File: config.mk
export PLATFORM = sky130hd
export DESIGN_NAME = prism_cfg_loader
export DESIGN_NICKNAME = d
export VERILOG_FILES = /design/src/rtl/prism_cfg_loader.sv
export SDC_FILE = /design/constraint.sdc
export NUM_CORES = 1
export LEC_CHECK = 0
export CAP_MARGIN = 30
export CORE_MARGIN = 4
export CORE_UTILIZATION = 33
export CTS_CLUSTER_SIZE = 28
export DETAILED_ROUTE_END_ITERATION = 16
export PLACE_DENSITY = 0.66
export SKIP_CTS_REPAIR_TIMING = 1
export SYNTH_ARGS = -nofsm -noshare
export SYNTH_HDL_FRONTEND = slang
export SYNTH_SLANG_ARGS = --single-unit
File: constraint.sdc
create_clock -name clk -period 5.1 [get_ports clk]
set_input_delay 0.51 -clock clk [delete_from_list [all_inputs] [get_ports clk]]
set_output_delay 0.51 -clock clk [all_outputs]
set_load 0.01 [all_outputs]
File: src/rtl/prism_cfg_loader.sv
// prism_cfg_loader
//   Configuration sequencer for the PRISM debug port. It holds PRISM in
//   debug reset, streams (address, data) words from a valid/ready source
//   into the debug write port, and can read each word back to verify it.
//   It then releases debug reset and optionally enables the PRISM FSM.
//   While idle or in error, host debug accesses pass straight through.
//
// Ports
//   clk, rst                      clock, asynchronous active-high reset
//   start, abort, clear           control pulses
//   verify_en, auto_enable        load options, sampled with start
//   src_valid/addr/data/last      configuration word source
//   src_ready                     high only while waiting for a word
//   host_addr/wr/wdata            host debug access
//   host_rdata, host_stall        read data to host; high while loader busy
//   debug_addr/wr/wdata/rdata     PRISM debug port
//   debug_reset, fsm_enable       registered PRISM controls
//   busy, done, error             status
//   err_code, err_addr            01 mismatch, 10 overflow, 11 source timeout
module prism_cfg_loader #(
    parameter int unsigned RST_CYCLES  = 4,
    parameter int unsigned MAX_WORDS   = 64,
    parameter int unsigned TIMEOUT     = 255,
    parameter logic [31:0] VERIFY_MASK = 32'hFFFF_FFFF
) (
    input  logic        clk,
    input  logic        rst,
    input  logic        start,
    input  logic        abort,
    input  logic        clear,
    input  logic        verify_en,
    input  logic        auto_enable,
    input  logic        src_valid,
    input  logic [5:0]  src_addr,
    input  logic [31:0] src_data,
    input  logic        src_last,
    output logic        src_ready,
    input  logic [5:0]  host_addr,
    input  logic        host_wr,
    input  logic [31:0] host_wdata,
    output logic [31:0] host_rdata,
    output logic        host_stall,
    output logic [5:0]  debug_addr,
    output logic        debug_wr,
    output logic [31:0] debug_wdata,
    input  logic [31:0] debug_rdata,
    output logic        debug_reset,
    output logic        fsm_enable,
    output logic        busy,
    output logic        done,
    output logic        error,
    output logic [1:0]  err_code,
    output logic [5:0]  err_addr
);

    localparam int unsigned WCW = $clog2(MAX_WORDS) + 1;
    localparam int unsigned RCW = $clog2(RST_CYCLES) + 1;
    localparam int unsigned ICW = $clog2(TIMEOUT + 1) + 1;
    localparam logic [WCW-1:0] MAX_L = WCW'(MAX_WORDS);
    localparam logic [RCW-1:0] RST_L = RCW'(RST_CYCLES - 1);
    localparam logic [ICW-1:0] TO_L  = ICW'(TIMEOUT);

    typedef enum logic [2:0] {
        S_IDLE,
        S_HALT,
        S_WAIT,
        S_WR,
        S_VFY,
        S_DONE,
        S_ERROR
    } state_t;

    state_t          state;
    state_t          state_next;
    logic [RCW-1:0]  rst_cnt;
    logic [WCW-1:0]  word_cnt;
    logic [ICW-1:0]  idle_cnt;
    logic            verify_lat;
    logic            auto_lat;
    logic            debug_reset_reg;
    logic            fsm_enable_reg;
    logic [1:0]      err_code_reg;
    logic [5:0]      err_addr_reg;

    // Registered copy of the word being written; data, so no reset.
    logic [5:0]      word_addr;
    logic [31:0]     word_data;
    logic            word_last;

    logic            do_start;
    logic            do_accept;
    logic            do_idle_inc;
    logic            do_err;
    logic [1:0]      err_set;
    logic            do_done;
    logic            do_clear;
    logic            do_abort;
    logic            mismatch;

    assign busy       = (state != S_IDLE) && (state != S_ERROR);
    assign done       = (state == S_DONE);
    assign error      = (state == S_ERROR);
    assign host_stall = busy;
    assign host_rdata = debug_rdata;
    // A full word counter refuses the next word, so ready drops with it.
    assign src_ready  = (state == S_WAIT) && (word_cnt != MAX_L);
    assign mismatch   = |((debug_rdata ^ word_data) & VERIFY_MASK);

    assign debug_reset = debug_reset_reg;
    assign fsm_enable  = fsm_enable_reg;
    assign err_code    = err_code_reg;
    assign err_addr    = err_addr_reg;

    // Debug port mux: host owns the port whenever the loader is not busy.
    always_comb begin
        if (busy) begin
            debug_addr  = word_addr;
            debug_wr    = (state == S_WR);
            debug_wdata = word_data;
        end else begin
            debug_addr  = host_addr;
            debug_wr    = host_wr;
            debug_wdata = host_wdata;
        end
    end

    always_comb begin
        state_next  = state;
        do_start    = 1'b0;
        do_accept   = 1'b0;
        do_idle_inc = 1'b0;
        do_err      = 1'b0;
        err_set     = 2'b00;
        do_done     = 1'b0;
        do_clear    = 1'b0;
        do_abort    = 1'b0;
        case (state)
            S_IDLE: begin
                if (start) begin
                    state_next = S_HALT;
                    do_start   = 1'b1;
                end
            end
            S_HALT: begin
                if (rst_cnt == '0) begin
                    state_next = S_WAIT;
                end
            end
            S_WAIT: begin
                if (src_valid) begin
                    if (word_cnt == MAX_L) begin
                        state_next = S_ERROR;
                        do_err     = 1'b1;
                        err_set    = 2'b10;
                    end else begin
                        state_next = S_WR;
                        do_accept  = 1'b1;
                    end
                end else if ((TIMEOUT != 0) && (idle_cnt >= TO_L)) begin
                    // idle_cnt already holds TIMEOUT idle cycles; this one exceeds it.
                    state_next = S_ERROR;
                    do_err     = 1'b1;
                    err_set    = 2'b11;
                end else begin
                    do_idle_inc = 1'b1;
                end
            end
            S_WR: begin
                if (verify_lat) begin
                    state_next = S_VFY;
                end else if (word_last) begin
                    state_next = S_DONE;
                end else begin
                    state_next = S_WAIT;
                end
            end
            S_VFY: begin
                if (mismatch) begin
                    state_next = S_ERROR;
                    do_err     = 1'b1;
                    err_set    = 2'b01;
                end else if (word_last) begin
                    state_next = S_DONE;
                end else begin
                    state_next = S_WAIT;
                end
            end
            S_DONE: begin
                state_next = S_IDLE;
                do_done    = 1'b1;
            end
            S_ERROR: begin
                // A new load takes priority over clearing the error.
                if (start) begin
                    state_next = S_HALT;
                    do_start   = 1'b1;
                end else if (clear) begin
                    state_next = S_IDLE;
                    do_clear   = 1'b1;
                end
            end
            default: begin
                state_next = S_IDLE;
            end
        endcase
        // Abort overrides every other event while a load is in progress.
        if (abort && busy) begin
            state_next  = S_IDLE;
            do_accept   = 1'b0;
            do_idle_inc = 1'b0;
            do_err      = 1'b0;
            do_done     = 1'b0;
            do_abort    = 1'b1;
        end
    end

    always_ff @(posedge clk or posedge rst) begin
        if (rst) begin
            state           <= S_IDLE;
            rst_cnt         <= '0;
            word_cnt        <= '0;
            idle_cnt        <= '0;
            verify_lat      <= 1'b0;
            auto_lat        <= 1'b0;
            debug_reset_reg <= 1'b0;
            fsm_enable_reg  <= 1'b0;
            err_code_reg    <= 2'b00;
            err_addr_reg    <= 6'd0;
        end else begin
            state <= state_next;
            if (do_start) begin
                rst_cnt         <= RST_L;
                word_cnt        <= '0;
                idle_cnt        <= '0;
                verify_lat      <= verify_en;
                auto_lat        <= auto_enable;
                debug_reset_reg <= 1'b1;
                fsm_enable_reg  <= 1'b0;
                err_code_reg    <= 2'b00;
            end
            if ((state == S_HALT) && (rst_cnt != '0)) begin
                rst_cnt <= rst_cnt - 1'b1;
            end
            if (do_accept) begin
                word_cnt <= word_cnt + 1'b1;
                idle_cnt <= '0;
            end
            if (do_idle_inc) begin
                idle_cnt <= idle_cnt + 1'b1;
            end
            if (do_err) begin
                err_code_reg <= err_set;
                err_addr_reg <= word_addr;
            end
            if (do_done) begin
                debug_reset_reg <= 1'b0;
                fsm_enable_reg  <= auto_lat;
            end
            if (do_abort) begin
                debug_reset_reg <= 1'b1;
                fsm_enable_reg  <= 1'b0;
            end
            if (do_clear) begin
                err_code_reg <= 2'b00;
            end
        end
    end

    always_ff @(posedge clk) begin
        if (do_accept) begin
            word_addr <= src_addr;
            word_data <= src_data;
            word_last <= src_last;
        end
    end

endmodule

==> impl_metrics.py <==
metrics = {
    "drt": {
        "maxUsedRoutingLayer": "met4",
        "wl_met3_um": 860,
        "dr_wl_met2_um": 7779,
        "vias": 4142,
        "m1WireLength_um": 5929,
        "drtAntennaViolNets": 0,
        "viasPerCell": 4.972,
        "first_pass_iters": 5,
        "finalWirelength_um": 14690,
        "drc": 0,
        "first_iter_violations": 256,
        "route.detailed.wl_per_inst_um": 17.64,
    },
    "finish": {
        "layout-drive-gt1-share_pct": 4.871,
        "largest-register": "word_data",
        "areaGrowthSynthToFinish_pct": 49.24,
        "biggestRegsByFlops": "word_data (32), idle_cnt (9), word_cnt (7)",
        "design_area_um2": 6663,
        "diodes": 0,
        "largest_register_ff_count": 32,
        "stdcell_count": 833,
        "layout.nets": 776,
    },
    "pwr": {
        "power.internal_uw": 1844,
        "power.leakage_uw": 0.002672,
        "pwr_density_cell_nw_per_um2": 451.7,
        "pwr-share-comb_pct": 53.3,
        "finalPower_uw": 3009,
        "power_switching_uw": 1165,
        "p_seq_share_pct": 27.7,
        "vdd_drop_max_v": 0.0002749,
        "swShare_pct": 38.72,
        "p_clk_share_pct": 19.0,
    },
    "timing": {
        "skew_ns": 0.005862,
        "fin_crit_sh_pct": 64.52,
        "hold_violations": 0,
        "whs_ns": 0.4716,
        "finalSetupTns_ns": 0,
        "clock.fmax_ghz": 0.3039,
        "slew_headroom_pct": 33.87,
        "drv_slew": 0,
        "rsz0062_at_grt": "false",
        "tightest_slew_ns": 0.9876,
        "min_period_ns": 3.291,
        "finalSetupViolCount": 0,
    },
    "synth": {
        "ys_top_cells_by_area": "edfxtp_1, dfrtp_1, nand2_1",
        "yosysTopAreaCellShare_pct": 26.23,
        "ys_top_cells_by_count": "nand2_1, edfxtp_1, xor2_1",
        "syn-num-nets": 615,
        "synth_most_common_cell": "nand2_1",
        "synth_cell_type_count": 56,
        "ys.flop_type": "edfxtp_1",
        "syn_avg_cell_area_um2": 9.092,
        "synth_seq_cells": 73,
        "synth-edff-count": 39,
        "netlist_instances": 491,
        "synth-async-reset-ratio_pct": 46.58,
        "ys_seq_area_share_pct": 45.29,
        "ys_warn_count": 0,
        "syn_area_um2": 4464,
        "synth.largest_area_cell": "edfxtp_1",
    },
    "clock_network": {
        "root_buffer": "clkbuf_16",
        "cts_tree": "done",
        "cts_buffer_depth": 2,
        "clock-sinks": 73,
        "clk_latency_ns": 0.33,
        "path_clk_slew_ns": 0.06,
        "cts_inserted_buffers": 9,
        "cts_max_level": 3,
    },
    "setup_path": {
        "crit_end": "debug_wdata[14]",
        "crit_path_end_kind": "output pin",
        "cpLargestDelayFamily": "buffers and inverters",
        "timing.rr.start": "idle_cnt[0]$_DFFE_PP0P_",
        "reg2regPathDepth": 9,
        "worstSetupStartpoint": "state[2]$_DFFE_PP0P_",
        "max_stage_delay_ns": 0.72,
        "critPathMaxFanout": 48,
        "arrival_ns": 2.78,
        "cp.depth": 7,
        "crit_path_start_kind": "register",
        "required_ns": 4.59,
        "crit_buf_inv": 3,
        "reg2reg_to": "err_addr[3]$_DFFE_PP0P_",
        "critical_path_class": "reg2out",
        "r2r_slack_ns": 2.29,
        "crit_top_cell": "nand2_1",
        "slowest_stage": "dfrtp_1",
        "crit_chain": "xor2_1 > nor2_4 > inv_1 > buf_4 > nand2_1 > nand2_1 > clkdlybuf4s50_1",
    },
    "grt": {
        "grtUsageTotal_pct": 18.59,
        "grt_pass1_wl_um": 23300,
        "grt-ovfl-total": 0,
        "grt_pass1_vias": 4165,
        "antenna_found_initial": 0,
        "grt_max_degree": 49,
    },
    "die": {
        "pin_count": 204,
        "core_um2": 13240,
        "die_h_um": 124.3,
        "start_util_pct": 33.71,
        "num_rows": 42,
        "die_area_um2": 15450,
        "die_w_um": 124.3,
    },
    "status": {
        "outcome": "finished clean",
    },
    "placement": {
        "dp_hpwl_um": 11250,
        "gp_congestion": 0.8928,
        "placed_cell_area_um2": 6390,
        "portBuffers": 203,
        "dp_cells": 816,
    },
    "min_path": {
        "worstHoldPathType": "reg2reg",
        "holdPathStages": 1,
    },
    "flow_run": {
        "cap_viol_max_count": 0,
    },
}
[worst min path at each step]
stage | from | endpoint | slack, ns
after floorplan | rst_cnt[2]$_DFFE_PP0P_ | rst_cnt[2]$_DFFE_PP0P_ | 0.44
after global placement | rst_cnt[2]$_DFFE_PP0P_ | rst_cnt[2]$_DFFE_PP0P_ | 0.45
after detailed placement | rst_cnt[2]$_DFFE_PP0P_ | rst_cnt[2]$_DFFE_PP0P_ | 0.47
after CTS | rst_cnt[2]$_DFFE_PP0P_ | rst_cnt[2]$_DFFE_PP0P_ | 0.48
after global routing | rst_cnt[0]$_DFFE_PP0P_ | rst_cnt[0]$_DFFE_PP0P_ | 0.50
final | rst_cnt[2]$_DFFE_PP0P_ | rst_cnt[2]$_DFFE_PP0P_ | 0.47
[routing by layer]
| metal | global-route usage, % | vias up |
|---|---|---|
| met2 | 33.91 | 173 |
| met5 | 0 | - |
| met1 | 22.42 | 1953 |
| met4 | 3.933 | 0 |
| li1 | - | 2003 |
| met3 | 4.074 | 13 |
[logic make-up (layout without fill, tap and decap cells)]
group                      Yosys count  count (layout)  synth area share, %
and+or+nand+nor                    230             230                23.54
DFF                                 73              73                45.29
buffers and inverters               71             237                9.445
AOI/OAI and AO/OA                   67              67                11.15
xor gates and xnor gates            38              38                7.455
adders and majority gates            6               6                1.682
muxes                                6               6                1.429
[cell type report]
type                       instances  area (µm²)
fill                            1240        6580
timing repair buffer             207        2062
multi-input combinational        347        2028
sequential                        73        2022
clock buffer                      10       229.0
tap                              176       220.2
inverter                          14       65.06
clock inverter                     6       36.28
[layout by cell type, fill, tap and decap left out, types with 13 or more instances in the layout]
cell type / count
dfrtp_1: 34
o21ai_0: 14
xor2_1: 35
clkdlybuf4s50_1: 203
nand3_1: 16
inv_1: 13
edfxtp_1: 39
nand2_1: 142
nor2_1: 19
[per-stage QoR]
stage | util, % | setup WS [ns]
CTS | 50.26 | 1.800
global placement | 48.25 | 1.958
global route | 50.31 | 1.647
detailed placement | 48.25 | 1.923
finish | 50.31 | 1.809
floorplan | - | 2.769
[power groups by stage]
stage	registers (µW)	clock network, µW	logic [µW]
final	834	571	1600
after floorplan	796	0	868
after detailed placement	843	0	1620
after global routing	847	613	1760
after global placement	838	0	1590
after CTS	833	589	1620
(Power assumes the default switching activity.)
